`src/rtl/lu_pkg.sv`:
```
// Shared definitions for the serial logic-unit controller: FSM states,
// op-code constants and the bit-counter sizing helper.
package lu_pkg;

  typedef enum logic [1:0] {
    ST_IDLE  = 2'd0,
    ST_SHIFT = 2'd1,
    ST_DONE  = 2'd2
  } state_e;

  // op_sel[1] picks the group (AND-type / OR-type), op_sel[0] picks plain vs inverted.
  localparam logic [1:0] OP_NAND = 2'b00;
  localparam logic [1:0] OP_AND  = 2'b01;
  localparam logic [1:0] OP_NOR  = 2'b10;
  localparam logic [1:0] OP_OR   = 2'b11;

  // ceil(log2(width)) with a floor of one bit so WIDTH=1 still has a counter.
  function automatic int cnt_bits(input int width);
    if (width <= 2) return 1;
    return $clog2(width);
  endfunction

endpackage

```
`src/rtl/lu_serial_ctrl_bit_shifter.sv`:
```
// WIDTH-bit right-shift register with parallel load and serial input at the MSB.
// Load has priority over shift.
module bit_shifter #(
  parameter int WIDTH = 8
) (
  input  logic             clk,
  input  logic             rst,
  input  logic             load_i,
  input  logic [WIDTH-1:0] load_data_i,
  input  logic             shift_i,
  input  logic             ser_i,
  output logic [WIDTH-1:0] q_o
);

  logic [WIDTH-1:0] q_q;
  logic [WIDTH-1:0] q_d;
  logic [WIDTH-1:0] shifted;

  generate
    if (WIDTH == 1) begin : g_one
      assign shifted = ser_i;
    end else begin : g_multi
      assign shifted = {ser_i, q_q[WIDTH-1:1]};
    end
  endgenerate

  always_comb begin
    q_d = q_q;
    if (load_i) begin
      q_d = load_data_i;
    end else if (shift_i) begin
      q_d = shifted;
    end
  end

  always_ff @(posedge clk or posedge rst) begin
    if (rst) begin
      q_q <= '0;
    end else begin
      q_q <= q_d;
    end
  end

  assign q_o = q_q;

endmodule

```
`src/rtl/lu_serial_ctrl.sv`:
```
// Serialises two operand words LSB-first through an external 1-bit logic unit
// and reassembles the returned bits into a result word.
module lu_serial_ctrl
  import lu_pkg::*;
#(
  parameter int WIDTH = 8
) (
  input  logic             clk,
  input  logic             rst,
  input  logic             in_valid,
  output logic             in_ready,
  input  logic [WIDTH-1:0] op_a,
  input  logic [WIDTH-1:0] op_b,
  input  logic [1:0]       op_sel,
  output logic             lu_a,
  output logic             lu_b,
  output logic             lu_select_op,
  output logic             lu_select_group,
  input  logic             lu_out,
  output logic             res_valid,
  input  logic             res_ready,
  output logic [WIDTH-1:0] res_data,
  output logic             busy,
  output logic [1:0]       dbg_state_o
);

  localparam int             CW   = cnt_bits(WIDTH);
  localparam logic [CW-1:0]  LAST = CW'(WIDTH - 1);

  state_e        state_q, state_d;
  logic [CW-1:0] cnt_q, cnt_d;
  logic          sel_op_q, sel_op_d;
  logic          sel_grp_q, sel_grp_d;
  logic          accept;
  logic          shifting;
  logic [WIDTH-1:0] a_q;
  logic [WIDTH-1:0] b_q;
  logic [WIDTH-1:0] res_q;

  // Handshakes: a transfer happens on a rising edge where valid and ready are
  // both high; in_ready is high only in IDLE, res_valid only in DONE, and
  // res_valid/res_data hold until res_ready is seen at an edge.
  assign accept   = (state_q == ST_IDLE) && in_valid;
  assign shifting = (state_q == ST_SHIFT);

  always_comb begin
    state_d   = state_q;
    cnt_d     = cnt_q;
    sel_op_d  = sel_op_q;
    sel_grp_d = sel_grp_q;
    in_ready  = 1'b0;
    busy      = 1'b1;
    res_valid = 1'b0;
    lu_a      = 1'b0;
    lu_b      = 1'b0;
    case (state_q)
      ST_IDLE: begin
        in_ready = 1'b1;
        busy     = 1'b0;
        if (in_valid) begin
          state_d   = ST_SHIFT;
          cnt_d     = '0;
          sel_op_d  = op_sel[0];
          sel_grp_d = op_sel[1];
        end
      end
      ST_SHIFT: begin
        lu_a = a_q[0];
        lu_b = b_q[0];
        // Stop incrementing on the last bit so the counter never wraps.
        if (cnt_q == LAST) begin
          state_d = ST_DONE;
        end else begin
          cnt_d = cnt_q + CW'(1);
        end
      end
      ST_DONE: begin
        res_valid = 1'b1;
        if (res_ready) begin
          state_d = ST_IDLE;
        end
      end
      default: begin
        state_d = ST_IDLE;
      end
    endcase
  end

  always_ff @(posedge clk or posedge rst) begin
    if (rst) begin
      state_q   <= ST_IDLE;
      cnt_q     <= '0;
      sel_op_q  <= 1'b0;
      sel_grp_q <= 1'b0;
    end else begin
      state_q   <= state_d;
      cnt_q     <= cnt_d;
      sel_op_q  <= sel_op_d;
      sel_grp_q <= sel_grp_d;
    end
  end

  bit_shifter #(.WIDTH(WIDTH)) u_a_sr (
    .clk         (clk),
    .rst         (rst),
    .load_i      (accept),
    .load_data_i (op_a),
    .shift_i     (shifting),
    .ser_i       (1'b0),
    .q_o         (a_q)
  );

  bit_shifter #(.WIDTH(WIDTH)) u_b_sr (
    .clk         (clk),
    .rst         (rst),
    .load_i      (accept),
    .load_data_i (op_b),
    .shift_i     (shifting),
    .ser_i       (1'b0),
    .q_o         (b_q)
  );

  // Result enters at the MSB; after WIDTH shifts the first bit lands at bit 0.
  bit_shifter #(.WIDTH(WIDTH)) u_res_sr (
    .clk         (clk),
    .rst         (rst),
    .load_i      (accept),
    .load_data_i ({WIDTH{1'b0}}),
    .shift_i     (shifting),
    .ser_i       (lu_out),
    .q_o         (res_q)
  );

  assign res_data        = res_q;
  assign lu_select_op    = sel_op_q;
  assign lu_select_group = sel_grp_q;
  assign dbg_state_o     = state_q;

endmodule

```
`config.mk`:
```
export PLATFORM = sky130hd
export DESIGN_NAME = lu_serial_ctrl
export DESIGN_NICKNAME = d
export VERILOG_FILES = /design/src/rtl/lu_pkg.sv /design/src/rtl/lu_serial_ctrl_bit_shifter.sv /design/src/rtl/lu_serial_ctrl.sv
export SDC_FILE = /design/constraint.sdc
export NUM_CORES = 1
export LEC_CHECK = 0
export BUFFER_PORTS_ARGS = -buffer_cell sky130_fd_sc_hd__buf_2
export CAP_MARGIN = 10
export CORE_ASPECT_RATIO = 1.4
export CORE_MARGIN = 10
export CORE_UTILIZATION = 44
export CTS_BUF_LIST = sky130_fd_sc_hd__clkbuf_4
export DETAILED_ROUTE_END_ITERATION = 6
export HOLD_SLACK_MARGIN = 0.08
export PLACE_DENSITY = 0.71
export SLEW_MARGIN = 25
export SYNTH_ARGS = -nofsm -noshare
export SYNTH_HDL_FRONTEND = slang
export SYNTH_SLANG_ARGS = --single-unit
export TNS_END_PERCENT = 50
```
`constraint.sdc`:
```
create_clock -name clk -period 3 [get_ports clk]
set_clock_uncertainty 0.05 [all_clocks]
set_input_delay 0.3 -clock clk [delete_from_list [all_inputs] [get_ports clk]]
set_output_delay 0.3 -clock clk [all_outputs]
set_load 0.01 [all_outputs]
```
==> results of run 1 <==
-- through the flow --
step                util (%)  power (W)  setup WS [ns]
finish                  54.6    0.00167          0.708
global placement        52.6    0.00142           1.06
CTS                     54.6    0.00169          0.685
detailed placement      52.6    0.00145          0.974
global route            54.6    0.00182          0.538
floorplan                  -    0.00125           1.46
-- layout make-up --
type	count	area, um^2
Inverter	12	45.0
Tap cell	39	48.8
Clock buffer	6	45.0
Multi-Input combinational cell	76	578
Clock inverter	2	7.51
Timing Repair Buffer	42	220
Fill cell	295	1430
Sequential cell	31	776
-- cells by family (layout without fill, tap and decap cells) --
group | after synthesis | after routing | synth area share, %
adders and majority gates | 2 | 2 | 1.72
and+or+nand+nor | 31 | 31 | 13.8
muxes | 4 | 4 | 3.01
buffers and inverters | 21 | 62 | 6.88
DFF | 31 | 31 | 53.4
AOI/OAI and AO/OA | 39 | 39 | 21.3
-- worst max-delay path by stage --
stage	end
6_report	lu_a
5_1_grt	lu_b
4_1_cts	lu_a
3_5_place_dp	u_b_sr.q_o[2]$_DFFE_PP0P_
3_3_place_gp	u_b_sr.q_o[2]$_DFFE_PP0P_
2_1_floorplan	lu_a
-- layer usage --
layer | GRT usage, % | up-vias
met5 | 0 | -
met4 | 4.95 | 0
met3 | 4.22 | 7
met2 | 20.3 | 33
met1 | 14.0 | 563
li1 | - | 544
-- worst register-to-register path, stage by stage, from the launching register on --
cell and delay, ns:
dfrtp_1 0.92, nor2_2 0.14, or2_1 0.48, a221oi_1 0.36
-- cell usage in the layout (no fill, tap or decap), types with 2 or more instances in the layout --
cell and count:
nor4bb_1 2, a32o_1 2, nor3b_1 11, a221oi_1 4
inv_1 12, nor2_1 3, nor2_2 2, a22oi_1 2
clkbuf_4 6, nand2_1 3, nor2b_1 7, a22o_1 14
a21oi_1 9, buf_2 39, and2_1 2, o22a_1 7
mux2_2 3, dfrtp_1 31, ha_1 2, clkinv_1 2
buf_4 2
-- registers in the layout, summed over array words and instances (netlist names) --
register,cells
u_res_sr.q_o,8
cnt_q,3
lu_select_group,1
u_b_sr.q_o,8
lu_select_op,1
dbg_state_o,2
u_a_sr.q_o,8
-- power by group --
| group | total (W) | switching (W) | internal (W) |
|---|---|---|---|
| logic | 0.000687 | 0.000327 | 0.000360 |
| clock network | 0.000234 | 0.000138 | 0.0000957 |
| registers | 0.000748 | 0.000149 | 0.000599 |
-- what timing repair did --
| action | in CTS | in global routing |
|---|---|---|
| resized for setup | 0 | 0 |
| hold buffers | 1 | 0 |
| hold endpoints to repair | 31 | 0 |
==> results.json, run 1 <==
{
  "status": "completed",
  "routed_wl_um": 3320,
  "vias_per_cell": 5.51,
  "synth.top_cell.area_share_pct": 53.4,
  "fin_tns_setup_ns": 0,
  "synth_area_leaders": "dfrtp_1 53%, a22o_1 8.4%, nor3b_1 5.7%",
  "yosysMostFrequentCell": "dfrtp_1",
  "portBuffers": 39,
  "holdPathStages": 2,
  "post_cts_buffers": 0,
  "min_to": "u_res_sr.q_o[7]$_DFFE_PP0P_",
  "wl_met2_um": 1660,
  "end_kind": "output pin",
  "rsz0062_at_grt": "no",
  "synth-edff-count": 0,
  "worst_slew_pin_slew_ns": 0.871,
  "timing.rr.start": "dbg_state_o[0]$_DFFE_PP0P_",
  "crit_buf_inv": 2,
  "hp-start": "lu_out",
  "core_area_um2": 3150,
  "top_layer": "met4",
  "clk_latency_ns": 0.33,
  "drv_cap": 0,
  "area_growth_pct": 18.3,
  "r2r_slack_ns": 0.95,
  "cp_max_fo": 29,
  "globalRoute.totalOverflow": 0,
  "vdd_drop_max_mv": 0.513,
  "path_class": "reg -> out",
  "rows": 24,
  "r2r_end": "u_b_sr.q_o[2]$_DFFE_PP0P_",
  "finalNetCount": 193,
  "clock-sinks": 31,
  "drv_slew": 0,
  "instances_no_fill": 208,
  "yosys_register_bits": 31,
  "grt_usage_pct": 12.3,
  "hold_ws_ns": 0.150,
  "synthFlopType": "dfrtp_1",
  "grt_max_degree": 32,
  "drive_gt1_share_pct": 30.8,
  "gp_congestion": 0.738,
  "grt_first_pass_wirelength_um": 5830,
  "startpoint_type": "flop",
  "leakagePower_nw": 0.843,
  "ys_warn_count": 0,
  "die_height_um": 88.0,
  "reg2reg_depth": 3,
  "hold_viol_final": 0,
  "drc": 0,
  "ys_types": 24,
  "ant_nets": 0,
  "setup.worst_path.start": "dbg_state_o[0]$_DFFE_PP0P_",
  "antenna_found_initial": 0,
  "synthesis.area_um2": 1450,
  "dieArea_um2": 6040,
  "syn-num-nets": 153,
  "synth_top_cell_by_area": "dfrtp_1",
  "crit_required_ns": 2.65,
  "first_iter_violations": 54,
  "cp_top_family": "flip-flops",
  "final_area_um2": 1720,
  "cts_tree": "built",
  "slew_headroom_pct": 41.9,
  "power_density_nw_per_um2": 970,
  "max_freq_mhz": 436,
  "syn_area_per_cell_um2": 11.4,
  "finalSetupViolCount": 0,
  "vias": 1147,
  "critPathArrivalTime_ns": 1.94,
  "grt_pass1_vias": 1313,
  "ys_seq_area_share_pct": 53.4,
  "crit_chain": "nor2b_1 -> buf_4 -> and2_1 -> buf_2",
  "routed-wl-met3_um": 222,
  "post_dp_cell_area_um2": 1660,
  "wl_met1_um": 1380,
  "cts.htree.levels": 2,
  "num_antenna_cells": 0,
  "fp.dieW_um": 68.6,
  "wl_per_cell_um": 16.0,
  "dp_hpwl_um": 2380,
  "synthArstFlopShare_pct": 100,
  "cts.path.max_buffers": 2,
  "critPathSlowestCell": "dfrtp_1",
  "dp_cells": 199,
  "cp.depth": 4,
  "initial_core_util_pct": 46.1,
  "drt_pass1_iterations": 4,
  "fin_crit_sh_pct": 76.4,
  "boundaryPins": 40,
  "synthTopCellsByCount": "31 x dfrtp_1, 14 x a22o_1, 12 x inv_1",
  "clkSlewWorstSetupHoldPaths_ns": 0.10,
  "cts_made_buffers": 5,
  "fin_crit_ns": 2.29,
  "syn-instance-count": 128,
  "crit_path_max_incr_delay_ns": 0.92,
  "cts-root-buf": "clkbuf_4",
  "hold_class": "in -> reg"
}
No activity file was read; power rests on OpenSTA's default activity.
==> run 2: changes to the inputs <==
--- a/config.mk
+++ b/config.mk
@@ -13,7 +13,7 @@
 export CTS_BUF_LIST = sky130_fd_sc_hd__clkbuf_4
 export DETAILED_ROUTE_END_ITERATION = 6
 export HOLD_SLACK_MARGIN = 0.08
-export PLACE_DENSITY = 0.71
+export PLACE_DENSITY = 0.74
 export SLEW_MARGIN = 25
 export SYNTH_ARGS = -nofsm -noshare
 export SYNTH_HDL_FRONTEND = slang
==> constraint.sdc (replaced) <==
create_clock -name clk -period 2.1 [get_ports clk]
set_clock_uncertainty 0.05 [all_clocks]
set_input_delay 0.21 -clock clk [delete_from_list [all_inputs] [get_ports clk]]
set_output_delay 0.21 -clock clk [all_outputs]
set_load 0.01 [all_outputs]
==> run 2 against run 1 <==
Power grew 52%. Worst setup slack lost 0.49 ns. Register-to-register slack lost 0.49 ns. Largest power group is now combinational cells. Highest routed layer unchanged.
==> results.json, run 2 (synthesized netlist as in run 1, its figures left out) <==
{
  "status": "completed",
  "intPower_w": 0.00164,
  "drv_slew": 0,
  "cts.htree.levels": 2,
  "cts-root-buf": "clkbuf_4",
  "clock-sinks": 31,
  "gp_congestion": 0.770,
  "dp_slack_ns": 0.447,
  "worst_slew_pin_slew_ns": 0.608,
  "hold_viol_final": 0,
  "portBuffers": 39,
  "initial_core_util_pct": 46.1,
  "first_iter_violations": 39,
  "cp_max_fo": 16,
  "utilization_pct": 57.7,
  "max_freq_mhz": 530,
  "fin_crit_ns": 1.89,
  "end_kind": "output pin",
  "ant_nets": 0,
  "critPathArrivalTime_ns": 1.63,
  "drc": 0,
  "finalSetupViolCount": 0,
  "globalRoute.totalOverflow": 0,
  "area_growth_pct": 25.1,
  "p_switching_w": 0.000898,
  "clkSlewWorstSetupHoldPaths_ns": 0.10,
  "clockPowerShare_pct": 17.6,
  "power_density_nw_per_um2": 1400,
  "rsz0062_at_grt": "no",
  "path_class": "reg -> out",
  "grt_max_degree": 32,
  "cts_made_buffers": 5,
  "instances_no_fill": 216,
  "cts.path.max_buffers": 2,
  "power_frac_seq_pct": 40.8,
  "startpoint_type": "flop",
  "finalNetCount": 201,
  "dp_cells": 202,
  "dp_hpwl_um": 2560,
  "drive_gt1_share_pct": 32.2,
  "clk_latency_ns": 0.33,
  "fin_crit_sh_pct": 89.8,
  "num_antenna_cells": 0,
  "vias_per_cell": 5.35,
  "final_common_cell": "buf_2",
  "boundaryPins": 40,
  "swShare_pct": 35.3,
  "rows": 24,
  "final_cell_mix": "39 x buf_2, 31 x dfrtp_1, 14 x a22o_1",
  "die_height_um": 88.0,
  "drt_pass1_iterations": 4,
  "vias": 1156,
  "hold_class": "in -> reg",
  "fin_tns_setup_ns": 0,
  "grt_first_pass_wirelength_um": 5780,
  "hold_ws_ns": 0.131,
  "drv_cap": 0,
  "core_area_um2": 3150,
  "vdd_drop_max_mv": 0.792,
  "fp.dieW_um": 68.6,
  "slew_headroom_pct": 59.4,
  "routed_wl_um": 3500,
  "grt_usage_pct": 12.4,
  "dieArea_um2": 6040,
  "grt_pass1_vias": 1349,
  "cts_tree": "built",
  "crit_required_ns": 1.84,
  "leakagePower_nw": 0.892,
  "comb_power_share_pct": 41.6,
  "wl_per_cell_um": 16.2,
  "antenna_found_initial": 0,
  "setup_ws_ns": 0.215
}
[run 2: path summary, 6_finish.rpt]
check | from | slack (ns) | to | cells after the start
max | dbg_state_o[1]$_DFFE_PP0P_ | 0.21 | res_valid | 3
min | op_a[6] | 0.13 | u_a_sr.q_o[6]$_DFFE_PP0P_ | 3
max reg2reg | dbg_state_o[0]$_DFFE_PP0P_ | 0.46 | u_a_sr.q_o[2]$_DFFE_PP0P_ | 3
min reg2reg | u_a_sr.q_o[7]$_DFFE_PP0P_ | 0.46 | u_a_sr.q_o[7]$_DFFE_PP0P_ | 1
max in group asynchronous | rst | 1.29 | lu_select_op$_DFFE_PP0P_ | 4
min in group asynchronous | rst | 0.43 | dbg_state_o[1]$_DFFE_PP0P_ | 4
[run 2: final cells by class]
type,instances,area (um^2)
fillers,280,1330
flip-flops and latches,31,776
multi-input cells,76,581
repair buffers,50,293
well taps,39,48.8
inverters,12,45.0
clock inverters,3,38.8
clock buffers,5,37.5
[run 2: through the flow]
| step | cell area (um^2) | total power [W] |
|---|---|---|
| 2_1_floorplan | 1450 | 0.00179 |
| 3_3_place_gp | 1680 | 0.00204 |
| 3_5_place_dp | 1680 | 0.00211 |
| 4_1_cts | 1820 | 0.00257 |
| 5_1_grt | 1820 | 0.00274 |
| 6_report | 1820 | 0.00254 |
[run 2: routing by layer]
metal	vias to the layer above	GRT usage [%]	part of all wire [%]
met5	-	0	0
li1	563	-	-
met3	6	4.73	8.0
met1	551	10.9	38
met2	36	22.9	52
met4	0	6.61	1.6
[run 2: worst max-delay path, cell delays in order, from the launching register on]
cell	delay, ns
dfrtp_1	0.67
buf_4	0.25
nor2b_1	0.20
buf_2	0.16
[run 2: power groups by stage]
stage	Combinational (W)	Clock [W]	Sequential, W
finish	0.00106	0.000447	0.00104
CTS	0.00107	0.000461	0.00104
detailed placement	0.00107	0	0.00105
global route	0.00118	0.000482	0.00107
global placement	0.00101	0	0.00103
floorplan	0.000754	0	0.00103
[run 2: what timing repair did]
action                                 in CTS  in global routing
hold buffers                                6                  0
resized for setup                           0                  1
buffers inserted                            0                  0
setup endpoints to repair                   0                  1
endpoints found under the hold margin      36                  0
